--- src/rtl/memwb.sv ---
`default_nettype none
// ============================================================================
//  Module   : memwb
//  Purpose  : Memory/writeback stage of the SWT16 pipeline. Samples the
//             execute-stage result lane and load/store actions, runs each DMEM
//             access over a req/ack handshake with a bounded wait, stalls the
//             upstream pipeline while an access is outstanding, and retires
//             completed operations as a one-cycle register-file write pulse.
//  Revision : 1.0 - initial release
// ----------------------------------------------------------------------------
//  Ports
//    clock / reset             rising-edge clock, asynchronous active-low reset
//    in_act_*                  load / store / write-result flags of the op
//    in_dmem_rd_addr/wr_addr   load / store byte addresses
//    in_dmem_wr_word           store data
//    in_instr, in_res          instruction word and execute result
//    in_res_reg_idx            destination register
//    in_dmem_ack/rdata         DMEM completion and load data
//    out_dmem_req/we/addr/wdata registered DMEM request
//    out_stall                 upstream must hold (access outstanding)
//    out_reg_wr_en/idx/data    register-file write pulse
//    out_instr                 instruction of last retired op
//    out_retire, out_bus_err   completion / timeout pulses
//    out_retire_cnt            wrapping completed-op counter
// ============================================================================
module memwb #(
  parameter int DMEM_ADDR_WIDTH  = 12,
  parameter int DMEM_WORD_WIDTH  = 16,
  parameter int IALU_WORD_WIDTH  = 16,
  parameter int PMEM_WORD_WIDTH  = 16,
  parameter int REG_IDX_WIDTH    = 4,
  parameter int DMEM_TIMEOUT     = 8,
  parameter int RETIRE_CNT_WIDTH = 16
) (
  input  logic                        clock,
  input  logic                        reset,
  input  logic                        in_act_load_dmem,
  input  logic                        in_act_store_dmem,
  input  logic                        in_act_write_res_to_reg,
  input  logic [DMEM_ADDR_WIDTH-1:0]  in_dmem_rd_addr,
  input  logic [DMEM_ADDR_WIDTH-1:0]  in_dmem_wr_addr,
  input  logic [DMEM_WORD_WIDTH-1:0]  in_dmem_wr_word,
  input  logic [PMEM_WORD_WIDTH-1:0]  in_instr,
  input  logic [IALU_WORD_WIDTH-1:0]  in_res,
  input  logic [REG_IDX_WIDTH-1:0]    in_res_reg_idx,
  input  logic                        in_dmem_ack,
  input  logic [DMEM_WORD_WIDTH-1:0]  in_dmem_rdata,
  output logic                        out_dmem_req,
  output logic                        out_dmem_we,
  output logic [DMEM_ADDR_WIDTH-1:0]  out_dmem_addr,
  output logic [DMEM_WORD_WIDTH-1:0]  out_dmem_wdata,
  output logic                        out_stall,
  output logic                        out_reg_wr_en,
  output logic [REG_IDX_WIDTH-1:0]    out_reg_wr_idx,
  output logic [IALU_WORD_WIDTH-1:0]  out_reg_wr_data,
  output logic [PMEM_WORD_WIDTH-1:0]  out_instr,
  output logic                        out_retire,
  output logic                        out_bus_err,
  output logic [RETIRE_CNT_WIDTH-1:0] out_retire_cnt
);

  // Wait counter sized for the largest allowed timeout (255).
  localparam int                 WAIT_W    = 8;
  localparam logic [WAIT_W-1:0]  WAIT_LAST = WAIT_W'(DMEM_TIMEOUT - 1);

  typedef enum logic [0:0] {
    ST_IDLE = 1'b0,
    ST_REQ  = 1'b1
  } state_t;

  state_t                      state_q, state_d;
  logic [WAIT_W-1:0]           wait_cnt_q, wait_cnt_d;
  logic                        dmem_req_q, dmem_req_d;
  logic                        dmem_we_q, dmem_we_d;
  logic [DMEM_ADDR_WIDTH-1:0]  dmem_addr_q, dmem_addr_d;
  logic [DMEM_WORD_WIDTH-1:0]  dmem_wdata_q, dmem_wdata_d;
  logic                        reg_wr_en_q, reg_wr_en_d;
  logic [REG_IDX_WIDTH-1:0]    reg_wr_idx_q, reg_wr_idx_d;
  logic [IALU_WORD_WIDTH-1:0]  reg_wr_data_q, reg_wr_data_d;
  logic [PMEM_WORD_WIDTH-1:0]  instr_q, instr_d;
  logic                        retire_q, retire_d;
  logic                        bus_err_q, bus_err_d;
  logic [RETIRE_CNT_WIDTH-1:0] retire_cnt_q, retire_cnt_d;
  // Context of the outstanding access, applied when it completes.
  logic                        pend_wres_q, pend_wres_d;
  logic [REG_IDX_WIDTH-1:0]    pend_idx_q, pend_idx_d;
  logic [PMEM_WORD_WIDTH-1:0]  pend_instr_q, pend_instr_d;

  always_comb begin
    state_d       = state_q;
    wait_cnt_d    = wait_cnt_q;
    dmem_req_d    = dmem_req_q;
    dmem_we_d     = dmem_we_q;
    dmem_addr_d   = dmem_addr_q;
    dmem_wdata_d  = dmem_wdata_q;
    reg_wr_en_d   = 1'b0;
    reg_wr_idx_d  = reg_wr_idx_q;
    reg_wr_data_d = reg_wr_data_q;
    instr_d       = instr_q;
    retire_d      = 1'b0;
    bus_err_d     = 1'b0;
    retire_cnt_d  = retire_cnt_q;
    pend_wres_d   = pend_wres_q;
    pend_idx_d    = pend_idx_q;
    pend_instr_d  = pend_instr_q;

    case (state_q)
      ST_IDLE: begin
        if (in_act_store_dmem || in_act_load_dmem) begin
          state_d      = ST_REQ;
          wait_cnt_d   = '0;
          dmem_req_d   = 1'b1;
          pend_idx_d   = in_res_reg_idx;
          pend_instr_d = in_instr;
          if (in_act_store_dmem) begin
            // Store takes priority over a simultaneous load and never
            // writes a register.
            dmem_we_d    = 1'b1;
            dmem_addr_d  = in_dmem_wr_addr;
            dmem_wdata_d = in_dmem_wr_word;
            pend_wres_d  = 1'b0;
          end else begin
            dmem_we_d    = 1'b0;
            dmem_addr_d  = in_dmem_rd_addr;
            dmem_wdata_d = '0;
            pend_wres_d  = in_act_write_res_to_reg;
          end
        end else if (in_act_write_res_to_reg) begin
          reg_wr_en_d   = 1'b1;
          reg_wr_idx_d  = in_res_reg_idx;
          reg_wr_data_d = in_res;
          instr_d       = in_instr;
          retire_d      = 1'b1;
          retire_cnt_d  = retire_cnt_q + RETIRE_CNT_WIDTH'(1);
        end
      end

      ST_REQ: begin
        if (in_dmem_ack) begin
          // Ack beats a coincident timeout.
          state_d      = ST_IDLE;
          dmem_req_d   = 1'b0;
          instr_d      = pend_instr_q;
          retire_d     = 1'b1;
          retire_cnt_d = retire_cnt_q + RETIRE_CNT_WIDTH'(1);
          if (pend_wres_q) begin
            reg_wr_en_d   = 1'b1;
            reg_wr_idx_d  = pend_idx_q;
            reg_wr_data_d = in_dmem_rdata;
          end
        end else if (wait_cnt_q == WAIT_LAST) begin
          state_d    = ST_IDLE;
          dmem_req_d = 1'b0;
          bus_err_d  = 1'b1;
        end else begin
          wait_cnt_d = wait_cnt_q + WAIT_W'(1);
        end
      end

      default: begin
        state_d    = ST_IDLE;
        dmem_req_d = 1'b0;
      end
    endcase
  end

  always_ff @(posedge clock or negedge reset) begin
    if (!reset) begin
      state_q       <= ST_IDLE;
      wait_cnt_q    <= '0;
      dmem_req_q    <= 1'b0;
      dmem_we_q     <= 1'b0;
      dmem_addr_q   <= '0;
      dmem_wdata_q  <= '0;
      reg_wr_en_q   <= 1'b0;
      reg_wr_idx_q  <= '0;
      reg_wr_data_q <= '0;
      instr_q       <= '0;
      retire_q      <= 1'b0;
      bus_err_q     <= 1'b0;
      retire_cnt_q  <= '0;
      pend_wres_q   <= 1'b0;
      pend_idx_q    <= '0;
      pend_instr_q  <= '0;
    end else begin
      state_q       <= state_d;
      wait_cnt_q    <= wait_cnt_d;
      dmem_req_q    <= dmem_req_d;
      dmem_we_q     <= dmem_we_d;
      dmem_addr_q   <= dmem_addr_d;
      dmem_wdata_q  <= dmem_wdata_d;
      reg_wr_en_q   <= reg_wr_en_d;
      reg_wr_idx_q  <= reg_wr_idx_d;
      reg_wr_data_q <= reg_wr_data_d;
      instr_q       <= instr_d;
      retire_q      <= retire_d;
      bus_err_q     <= bus_err_d;
      retire_cnt_q  <= retire_cnt_d;
      pend_wres_q   <= pend_wres_d;
      pend_idx_q    <= pend_idx_d;
      pend_instr_q  <= pend_instr_d;
    end
  end

  assign out_dmem_req    = dmem_req_q;
  assign out_dmem_we     = dmem_we_q;
  assign out_dmem_addr   = dmem_addr_q;
  assign out_dmem_wdata  = dmem_wdata_q;
  assign out_stall       = (state_q == ST_REQ);
  assign out_reg_wr_en   = reg_wr_en_q;
  assign out_reg_wr_idx  = reg_wr_idx_q;
  assign out_reg_wr_data = reg_wr_data_q;
  assign out_instr       = instr_q;
  assign out_retire      = retire_q;
  assign out_bus_err     = bus_err_q;
  assign out_retire_cnt  = retire_cnt_q;

endmodule
`default_nettype wire

--- config.mk ---
export PLATFORM = sky130hd
export DESIGN_NAME = memwb
export DESIGN_NICKNAME = d
export VERILOG_FILES = /design/src/rtl/memwb.sv
export SDC_FILE = /design/constraint.sdc
export NUM_CORES = 1
export LEC_CHECK = 0
export ABC_AREA = 1
export CAP_MARGIN = 25
export CORE_MARGIN = 4
export CORE_UTILIZATION = 41
export DETAILED_ROUTE_END_ITERATION = 8
export PLACE_DENSITY = 0.78
export SYNTH_ARGS = -nofsm -noshare
export SYNTH_HDL_FRONTEND = slang
export SYNTH_SLANG_ARGS = --single-unit
--- constraint.sdc ---
create_clock -name clock -period 1.28 [get_ports clock]
set_input_delay 0.256 -clock clock [delete_from_list [all_inputs] [get_ports clock]]
set_output_delay 0.256 -clock clock [all_outputs]
set_load 0.01 [all_outputs]
==> results.py <==
metrics = {
    "run_status": {
        "status": "finished, violations left",
        "violations": "setup timing",
    },
    "sta": {
        "rsz0062_at_grt": "yes",
        "max-slew-margin-rel_pct": 65.8,
        "final.min_clock_period_ns": 1.49,
        "tightest_slew_ns": 0.509,
        "setup_tns_ns": -8.20,
        "setup_viol": 102,
        "timing.fmax_mhz": 669,
        "worst_slack_ns": -0.214,
        "period_share_pct": 117,
        "slew_violations": 0,
        "timing_hold_violations_final": 0,
        "skew_ns": 0.0153,
    },
    "yosys": {
        "yosys.area.top_type": "dfrtp_1",
        "syn_area_um2": 5180,
        "synth_top_area_share_pct": 55.5,
        "syn_nets": 720,
        "syn_inst": 619,
        "yosysSeqAreaShare_pct": 55.5,
        "synth_common_cells": "209 x nand2_1, 115 x dfrtp_1, 89 x nor2_1, 34 x nand3_1, 29 x o21ai_0",
        "async_reset_ff_share_pct": 100,
        "netlist-cell-type-count": 27,
        "synth_most_common_cell": "nand2_1",
        "avgSynthCellArea_um2": 8.37,
        "synth_area_leaders": "dfrtp_1 56%, nand2_1 15%, nor2_1 6.4%",
        "synth_flop_cell": "dfrtp_1",
        "synth_enable_flop_cells": 0,
        "synth_seq_cells": 115,
        "synth_warnings": 0,
    },
    "cts": {
        "cts_buffer_depth": 2,
        "cts-root-buf": "clkbuf_16",
        "clkTransAtPathRegs_ns": 0.05,
        "cts_tree": "done",
        "cts_max_level": 4,
        "clk_latency_ns": 0.41,
        "clock-sinks": 115,
        "cts_buffers": 17,
    },
    "setup_path": {
        "crit_type": "flip-flop to flip-flop",
        "end_kind": "flip-flop",
        "critPathMaxStageDelay_ns": 0.39,
        "worstPathMaxFanout": 6,
        "startpoint_type": "flip-flop",
        "reg2reg_to": "out_retire_cnt[4]$_DFFE_PN0P_",
        "crit_family": "simple AND/OR/NAND/NOR gates",
        "critPathLaunch": "out_stall$_DFF_PN0_",
        "worst-path-buf-inv": 3,
        "reg2regPathDepth": 8,
        "path_cells": "buf_6 > buf_6 > inv_8 > nand2_2 > nand2_2 > nand2_4 > nor2_1 > xor2_1",
        "r2r_start": "out_stall$_DFF_PN0_",
        "cp_slowest_cell": "dfrtp_1",
        "crit_arrival_ns": 1.81,
        "required_ns": 1.60,
        "worst-r2r-setup-slack_ns": -0.21,
    },
    "cells_and_area": {
        "layout.nets": 971,
        "area_growth_pct": 61.5,
        "final_layout_size_suffix_gt1_share_pct": 27.0,
        "stdcell_count": 1051,
        "diodes": 0,
    },
    "power_and_ir_drop": {
        "max-vdd-ir-drop_v": 0.000889,
        "p_leak_nw": 4.03,
        "power_mw": 17.6,
        "power.density_nw_per_um2": 2100,
    },
    "grt": {
        "grt_pass1_wl_mm": 27.2,
        "overflow": 0,
        "antenna_found_initial": 0,
        "grt_max_degree": 59,
        "first_global_vias": 5632,
        "gr-usage-all-layers_pct": 23.3,
    },
    "route": {
        "drc": 0,
        "routed_via_density": 5.07,
        "via_count": 5330,
        "ant_nets": 0,
        "wire_per_inst_um": 15.8,
        "firstDrtPassIters": 5,
        "drt_iter0_markers": 562,
        "wirelength_mm": 16.6,
    },
    "floorplanning": {
        "rows": 40,
        "die_x_um": 120,
        "die_h_um": 120,
        "die_area_um2": 14500,
        "start_util_pct": 42.4,
        "ios": 184,
        "core_area_um2": 12200,
    },
    "place": {
        "gp_congestion": 0.916,
        "dp_slack_ns": -0.508,
        "placedCellCount": 983,
        "hpwl_mm": 10.7,
        "port_buffers": 183,
    },
    "worst_hold_path": {
        "hold_path_class": "primary input to asynchronous set/reset pin",
    },
    "run": {
        "drv_cap": 0,
    },
}
-- stage by stage --
| stage | area, um^2 | utilization [%] | hold slack, ns |
|---|---|---|---|
| after floorplan | 5190 | - | -0.0396 |
| after global routing | 8370 | 68.5 | 0.250 |
| after CTS | 8400 | 68.8 | 0.235 |
| after global placement | 7480 | 61.3 | 0.119 |
| after detailed placement | 7480 | 61.3 | 0.121 |
| final | 8370 | 68.5 | 0.248 |
-- routing by layer --
metal,track usage (%),vias up,wire length [um]
li1,-,2501,-
met4,9.99,0,342
met5,0,-,0
met1,27.1,2513,6580
met3,6.69,42,1230
met2,40.1,274,8410
-- registers in the layout, indices dropped and copies added, names as in the netlist, 4 cells and up --
register	count
out_dmem_addr	12
wait_cnt_q	8
out_reg_wr_idx	4
out_dmem_wdata	16
out_reg_wr_data	16
out_instr	16
pend_idx_q	4
pend_instr_q	16
out_retire_cnt	16
-- layout make-up --
class                           instances  area, um^2
Fill cell                             973        3840
Sequential cell                       115        2880
Timing Repair Buffer                  263        2320
Multi-Input combinational cell        445        2220
Clock buffer                           24         502
Tap cell                              168         210
Clock inverter                          8         123
Inverter                               28         115
-- cell usage in the layout, fill, tap and decap left out, types with 9 or more instances in the layout --
cell type        instances
buf_2                   80
o21ai_1                 13
o21a_1                  16
buf_12                  12
inv_1                   25
o21ai_0                 17
nand2_1                198
buf_6                    9
nand3_1                 29
dfrtp_1                115
a31oi_1                 28
clkbuf_16               19
nor2_1                  77
buf_4                   52
clkdlybuf4s50_1         96
nor2_2                  10
-- report_power, final --
| part | leakage, nW | switching, mW | internal (mW) |
|---|---|---|---|
| Combinational | 2.35 | 3.56 | 3.18 |
| Sequential | 1.38 | 0.817 | 5.04 |
| Clock | 0.298 | 1.64 | 3.31 |
-- cells by family after synthesis --
kind of cell    synth area share [%]
xor+xnor                        1.69
fa+ha+maj                      0.725
flops                           55.5
buf+inv                         5.24
simple gates                    27.4
compound gates                  9.42
-- timing repair --
item | in CTS | in global routing
buffers inserted | 25 | 4
setup endpoints to repair | 158 | 139
hold endpoints to repair | 54 | 0
hold buffers | 1 | 0
pin swaps | 18 | 10
gates cloned | 6 | 2
resized for setup | 361 | 61
-- how the worst max path moves through the flow --
stage	to	slack, ns	cells after the start
finish	out_retire_cnt[4]$_DFFE_PN0P_	-0.21	8
global placement	out_retire_cnt[15]$_DFFE_PN0P_	-0.47	8
floorplan	out_reg_wr_data[11]$_DFFE_PN0P_	-0.02	7
CTS	out_retire_cnt[11]$_DFFE_PN0P_	-0.18	10
global route	out_retire_cnt[4]$_DFFE_PN0P_	-0.30	8
detailed placement	out_retire_cnt[15]$_DFFE_PN0P_	-0.51	8
Power figures use the tool's default switching activity.
